## src/rtl/nic_pkg.sv

```systemverilog
// Shared NIC types: the ring packet format and the injection arbiter state encoding.
package nic_pkg;

  localparam int ARB_MAX_REQ = 8;

  typedef struct packed {
    logic [5:0]  did;
    logic [5:0]  sid;
    logic [3:0]  age;
    logic [31:0] data;
  } packet_t;

  typedef enum logic [0:0] {
    IDLE = 1'b0,
    HOLD = 1'b1
  } arb_state_t;

endpackage

```

## src/rtl/rf68000_ring_inject_arb_if.sv

```systemverilog
// Local requester bundle for the ring injection arbiter.
interface rf68000_ring_inject_arb_if #(
  parameter int N_REQ = 4
);
  import nic_pkg::*;

  // Handshake: requester k raises req_i[k] with pkt_i[k] and holds both stable until
  // the cycle in which ack_o[k]=1; the packet transfers in that cycle.
  logic [N_REQ-1:0]    req_i;
  packet_t [N_REQ-1:0] pkt_i;
  logic [N_REQ-1:0]    ack_o;

  modport master (output req_i, output pkt_i, input ack_o);
  modport slave  (input req_i, input pkt_i, output ack_o);

endinterface

```

## src/rtl/rf68000_rr_arb.sv

```systemverilog
// Combinational round-robin picker: first request at or after ptr_i, wrapping.
module rf68000_rr_arb #(
  parameter int N  = 4,
  parameter int PW = (N > 1) ? $clog2(N) : 1
) (
  input  logic [N-1:0]  req_i,
  input  logic [PW-1:0] ptr_i,
  output logic [N-1:0]  gnt_o,
  output logic [PW-1:0] idx_o,
  output logic          vld_o
);

  function automatic logic [PW-1:0] rot(input logic [PW-1:0] p, input int i);
    int s;
    s = int'(p) + i;
    if (s >= N) s = s - N;
    return PW'(s);
  endfunction

  always_comb begin
    gnt_o = '0;
    idx_o = '0;
    vld_o = 1'b0;
    for (int i = 0; i < N; i++) begin
      if (!vld_o && req_i[rot(ptr_i, i)]) begin
        vld_o                 = 1'b1;
        gnt_o[rot(ptr_i, i)]  = 1'b1;
        idx_o                 = rot(ptr_i, i);
      end
    end
  end

endmodule

```

## src/rtl/rf68000_ring_inject_arb.sv

```systemverilog
// Request-ring injection arbiter: forwards ring traffic and injects one held local packet
// into empty slots. Define RING_INJ_ARB_STATS_EN to build the inject/drop counters.
module rf68000_ring_inject_arb
  import nic_pkg::*;
#(
  parameter int N_REQ       = 4,
  parameter int INJ_TIMEOUT = 255
) (
  input  logic                        clk_i,
  input  logic                        rst_i,
  input  logic [5:0]                  id_i,
  rf68000_ring_inject_arb_if.slave    req_if,
  input  packet_t                     ring_pkt_i,
  output packet_t                     ring_pkt_o,
  output logic                        busy_o,
  output logic                        stall_o,
  output logic [31:0]                 inj_cnt_o,
  output logic [15:0]                 drop_cnt_o,
  output arb_state_t                  state_o
);

  localparam int PW = (N_REQ > 1) ? $clog2(N_REQ) : 1;
  localparam int WW = $clog2(INJ_TIMEOUT + 2);
  localparam logic [WW-1:0] WAIT_MAX = WW'(INJ_TIMEOUT + 1);
  localparam logic [0:0] ST_IDLE = 1'b0;
  localparam logic [0:0] ST_HOLD = 1'b1;

  logic [0:0]       state_q, state_d;
  packet_t          hold_q, hold_d;
  packet_t          ring_q, ring_d;
  logic [PW-1:0]    ptr_q, ptr_d;
  logic [WW-1:0]    wait_q, wait_d;

  logic [N_REQ-1:0] gnt;
  logic [PW-1:0]    win_idx;
  logic             win_vld;
  packet_t          win_pkt;
  logic             inject, free, take, drop, keep;

  rf68000_rr_arb #(.N(N_REQ), .PW(PW)) u_rr_arb (
    .req_i (req_if.req_i),
    .ptr_i (ptr_q),
    .gnt_o (gnt),
    .idx_o (win_idx),
    .vld_o (win_vld)
  );

  // The hold register frees up in the same cycle it injects, so a new grant can follow at once.
  assign inject  = (state_q == ST_HOLD) && (ring_pkt_i.did == 6'd0);
  assign free    = (state_q == ST_IDLE) || inject;
  assign take    = free && win_vld && !rst_i;
  assign win_pkt = req_if.pkt_i[win_idx];
  assign drop    = take && (win_pkt.did == 6'd0);
  assign keep    = take && (win_pkt.did != 6'd0);

  assign req_if.ack_o = take ? gnt : '0;

  always_comb begin
    state_d = state_q;
    hold_d  = hold_q;
    ptr_d   = ptr_q;
    wait_d  = wait_q;
    ring_d  = ring_pkt_i;
    if (inject) begin
      ring_d     = hold_q;
      ring_d.sid = id_i;
      ring_d.age = '0;
      state_d    = ST_IDLE;
      hold_d     = '0;
    end
    if (take) ptr_d = (win_idx == PW'(N_REQ - 1)) ? '0 : win_idx + 1'b1;
    if (keep) begin
      hold_d  = win_pkt;
      state_d = ST_HOLD;
    end
    if ((state_q == ST_IDLE) || inject) wait_d = '0;
    else if (wait_q != WAIT_MAX)        wait_d = wait_q + 1'b1;
  end

  always_ff @(posedge clk_i or posedge rst_i) begin
    if (rst_i) begin
      state_q <= ST_IDLE;
      hold_q  <= '0;
      ring_q  <= '0;
      ptr_q   <= '0;
      wait_q  <= '0;
    end else begin
      state_q <= state_d;
      hold_q  <= hold_d;
      ring_q  <= ring_d;
      ptr_q   <= ptr_d;
      wait_q  <= wait_d;
    end
  end

  assign ring_pkt_o = ring_q;
  assign busy_o     = (state_q == ST_HOLD);
  assign stall_o    = (wait_q > WW'(INJ_TIMEOUT));
  assign state_o    = arb_state_t'(state_q);

`ifdef RING_INJ_ARB_STATS_EN
  logic [31:0] inj_cnt_q;
  logic [15:0] drop_cnt_q;

  always_ff @(posedge clk_i or posedge rst_i) begin
    if (rst_i) begin
      inj_cnt_q  <= '0;
      drop_cnt_q <= '0;
    end else begin
      if (inject) inj_cnt_q  <= inj_cnt_q + 32'd1;
      if (drop)   drop_cnt_q <= drop_cnt_q + 16'd1;
    end
  end

  assign inj_cnt_o  = inj_cnt_q;
  assign drop_cnt_o = drop_cnt_q;
`else
  assign inj_cnt_o  = '0;
  assign drop_cnt_o = '0;
`endif

endmodule

```

## src/flat_wrapper.sv

```systemverilog
// flat-port wrapper written by rule: the top's interface ports become plain ports
module rf68000_ring_inject_arb_flat import nic_pkg::*;
#(
  parameter int N_REQ       = 4,
  parameter int INJ_TIMEOUT = 255
)
  (clk_i, rst_i, id_i, ring_pkt_i, ring_pkt_o, busy_o, stall_o, inj_cnt_o, drop_cnt_o, state_o, req_if_req_i, req_if_pkt_i, req_if_ack_o);
  rf68000_ring_inject_arb_if #(.N_REQ(N_REQ)) req_if_i ();
  input  logic clk_i;
  input  logic rst_i;
  input  logic [5:0] id_i;
  input  packet_t ring_pkt_i;
  output packet_t ring_pkt_o;
  output logic busy_o;
  output logic stall_o;
  output logic [31:0] inj_cnt_o;
  output logic [15:0] drop_cnt_o;
  output arb_state_t state_o;
  input wire logic [$bits(req_if_i.req_i)-1:0] req_if_req_i;
  input wire logic [$bits(req_if_i.pkt_i)-1:0] req_if_pkt_i;
  output wire logic [$bits(req_if_i.ack_o)-1:0] req_if_ack_o;
  assign req_if_i.req_i = req_if_req_i;
  assign req_if_i.pkt_i = req_if_pkt_i;
  assign req_if_ack_o = req_if_i.ack_o;
  rf68000_ring_inject_arb #(.N_REQ(N_REQ), .INJ_TIMEOUT(INJ_TIMEOUT)) u_core (.clk_i(clk_i), .rst_i(rst_i), .id_i(id_i), .req_if(req_if_i), .ring_pkt_i(ring_pkt_i), .ring_pkt_o(ring_pkt_o), .busy_o(busy_o), .stall_o(stall_o), .inj_cnt_o(inj_cnt_o), .drop_cnt_o(drop_cnt_o), .state_o(state_o));
endmodule
```

## config.mk

```make
export PLATFORM = sky130hd
export DESIGN_NAME = rf68000_ring_inject_arb_flat
export DESIGN_NICKNAME = d
export VERILOG_FILES = /design/src/rtl/nic_pkg.sv /design/src/rtl/rf68000_ring_inject_arb_if.sv /design/src/rtl/rf68000_rr_arb.sv /design/src/rtl/rf68000_ring_inject_arb.sv /design/src/flat_wrapper.sv
export SDC_FILE = /design/constraint.sdc
export NUM_CORES = 1
export LEC_CHECK = 0
export CORE_AREA = 3 3 135 137
export CTS_BUF_LIST = sky130_fd_sc_hd__clkbuf_16
export CTS_CLUSTER_SIZE = 14
export DETAILED_ROUTE_END_ITERATION = 10
export DIE_AREA = 0 0 138 140
export GPL_ROUTABILITY_DRIVEN = 0
export PLACE_DENSITY = 0.78
export REMOVE_ABC_BUFFERS = 1
export SYNTH_ARGS = -nofsm -noshare
export SYNTH_HDL_FRONTEND = slang
export SYNTH_SLANG_ARGS = --single-unit
```

## constraint.sdc

```tcl
create_clock -name clk_i -period 5.16 [get_ports clk_i]
set_input_delay 1.032 -clock clk_i [delete_from_list [all_inputs] [get_ports clk_i]]
set_output_delay 1.032 -clock clk_i [all_outputs]
set_load 0.01 [all_outputs]
```

==> impl_metrics.csv <==
group,metric,value,unit
cells_and_area,nets,1297,
power_and_ir_drop,p_leak,4.20,nW
setup_path,cp_data_required_time,4130,ps
cells_and_area,nFillCells,1630,
cells_and_area,fin_util,54.4,%
setup_path,critPathCaptureType,"primary output",
cells_and_area,layout_common_cells,"nand2_1 (311), clkdlybuf4s50_1 (266), dfrtp_1 (98), conb_1 (48), nand3_1 (46)",
floorplanning,die_y,140,um
route,via_per_inst,4.88,
timing,hold_violations,0,
timing,skew,7.42,ps
synth,synth-edff-count,0,
setup_path,crit_fanout,16,
grt,grt-ovfl-total,0,
power_and_ir_drop,power_per_cell_area,464,nW/um2
setup_path,cp_common_cell,"a21oi_1",
floorplanning,die_x,138,um
cells_and_area,area_growth,45.7,%
timing,tightest_slew,1010,ps
timing,period_share,93.2,%
synth,ys_types,55,
timing,max_freq,208,MHz
clocking,clk_latency,340,ps
synth,synth.top_cell.area_share,38.2,%
setup_path,cpLargestDelayFamily,"buffers and inverters",
clocking,cts_max_level,3,
clocking,cts_sinks,98,
timing,setup_viol,0,
clocking,postCtsSetupBuffers,0,
power_and_ir_drop,ir_drop,0.000260,V
route,dr.pass1.iters,4,
synth,synth_top_cell_by_area,"dfrtp_1",
synth,ys_ff_latch,98,
timing,rsz0062_at_grt,"false",
floorplanning,fp-row-count,48,
floorplanning,die-area,19300,um2
grt,grt_pass1_vias,6064,
cells_and_area,final_cell_area,9340,um2
synth,synth_cells,794,
cells_and_area,final_common_cell,"nand2_1",
setup_path,crit_type,"flip-flop to primary output",
setup_path,crit_path_start_kind,"flip-flop",
place,hpwl,14300,um
setup_path,crit_arrival,3780,ps
synth,yosysWarnings,0,
synth,synth_area,6410,um2
timing,final_max_slew_viol_count,0,
grt,grt_util_all_layers,19.5,%
cells_and_area,drive_gt1_share,8.08,%
floorplanning,core_area,17200,um2
power_and_ir_drop,total_power,4.34,mW
synth,seq_area_frac_synth,38.2,%
synth,synth_ff_type,"dfrtp_1",
grt,grt_start_max_net_pins,75,
synth,synth.area.top_cells,"dfrtp_1 (38%), nand2_1 (18%), o2bb2ai_2 (7.0%)",
setup_path,slowest_stage,"dfrtp_1",
hold_path,min-delay-path-class,"flip-flop to flip-flop",
setup_path,slowest_delay,700,ps
clocking,cts_hold_buf,0,
synth,avgSynthCellArea,8.08,um2
clocking,cts_buffers,9,
route,drt_iter0_markers,321,
timing,max_slew_margin,32.5,%
clocking,cts_root_buf,"clkbuf_16",
route,routedWlPerCell,15.2,um
setup_path,cp_cell_sequence,"inv_1, ha_1, mux4_2, nor2b_4, a22oi_1, a21oi_1, a21oi_1, nor2_1, clkdlybuf4s50_1",
route,drc,0,
timing,period_needed,4810,ps
clocking,clk_pin_slew_worst_paths,70,ps
place,io_buffer_count,266,
place,dpl_cell_area,9030,um2
clocking,cts_resized,0,
synth,async_reset_ff_share,100,%
setup_path,worst-path-buf-inv,2,
route,ant_nets,0,
floorplanning,initial_core_util,37.3,%
floorplanning,boundaryPins,355,
run,drv_cap,0,
grt,antenna_found_initial,0,
clocking,cts_max_path_buffers,2,
grt,grt_pass1_wl,30700,um
run_status,status,"completed",
route,vias,6172,
route,wl,19200,um
clocking,tritoncts,"yes",
==> flip-flops by register name, summed over array words and instances, names as in the netlist <==
signal / flops
u_core.hold_q: 38
u_core.ptr_q: 2
u_core.busy_o: 1
u_core.wait_q: 9
u_core.ring_pkt_o: 48
==> cells in the mapped netlist, drive strengths merged, types with 2 or more instances <==
library cell,instances
a41oi,3
xnor2,2
nor3,2
o22ai,3
nor4,3
xor2,5
dfrtp,98
a22oi,4
and2,7
a21oi,17
ha,11
o21ai,40
a22o,5
buf,74
mux2,2
and3b,2
nor2b,2
nand3b,2
nand2,311
nor3b,2
o211a,2
a31oi,4
inv,5
mux2i,10
a211oi,2
a21o,7
nor2,29
o2bb2ai,32
nand3,47
clkbuf,30
mux4,2
nand2b,3
and3,4
and4bb,2
o22a,2
o211ai,7
nand4,2
==> logic make-up (layout without fill, tap and decap cells) <==
group,Yosys count,in the layout,synth area share [%]
other cells,1,49,0.0585
xor+xnor,7,7,0.956
fa+ha+maj,11,11,2.15
compound gates,133,133,17.6
flops,98,98,38.2
buf+inv,110,308,11.0
mux,14,14,2.61
simple gates,420,420,27.4
==> per-layer routing <==
layer	wire [um]	global-route usage [%]	vias up
met5	0	0	-
met4	372	6.34	0
met3	1190	3.93	25
met2	9480	33.6	247
met1	8160	24.6	2874
li1	-	-	3026
==> power breakdown <==
group	total [mW]	internal [mW]	switching [mW]
Sequential	1.12	0.958	0.161
Clock	0.695	0.385	0.310
Combinational	2.52	1.05	1.47
==> cell type report <==
class                      instances  area, um2  area share, %
inverter                           6       25.0          0.268
antenna                            1       2.50         0.0268
tap                              225        282           3.01
multi-input combinational        633       3460           37.1
clock inverter                     7       82.6          0.884
timing repair buffer             286       2810           30.1
sequential                        98       2450           26.2
clock buffer                       9        225           2.41
==> metrics by stage <==
step                      cells  setup slack (ps)  TNS (ps)  hold WS, ps
after floorplan             737             -1540    -54880          439
after global placement     1248               474         0          460
after detailed placement   1248               443         0          466
after CTS                  1264               367         0          491
after global routing       1264               151         0          513
final                      1265               350         0          491
==> worst register-to-register path: stages (launching register included) <==
cell       delay (ps)
dfrtp_1           700
inv_1             210
ha_1              480
mux4_2            640
nor2b_4           360
nor2b_2            70
buf_4             190
a21oi_4           240
mux2i_1           210
mux2i_1           130
nor4_2            510
a31o_2            250
buf_4             320
o2bb2ai_1         160
==> final timing paths <==
| path | start | to | slack [ps] | depth (start not counted) |
|---|---|---|---|---|
| hold reg to reg | u_core.hold_q[29] | u_core.hold_q[29] | 490 | 1 |
| setup / recovery | u_core.ptr_q[1] | req_if_ack_o[1] | 350 | 9 |
| min in group asynchronous | rst_i | u_core.ring_pkt_o[47] | 1280 | 2 |
| hold / removal | u_core.hold_q[29] | u_core.hold_q[29] | 490 | 1 |
| max in group asynchronous | rst_i | u_core.hold_q[47] | 2940 | 3 |
| setup reg to reg | u_core.ptr_q[1] | u_core.hold_q[30] | 630 | 13 |
No activity file was read; power rests on OpenSTA's default activity.
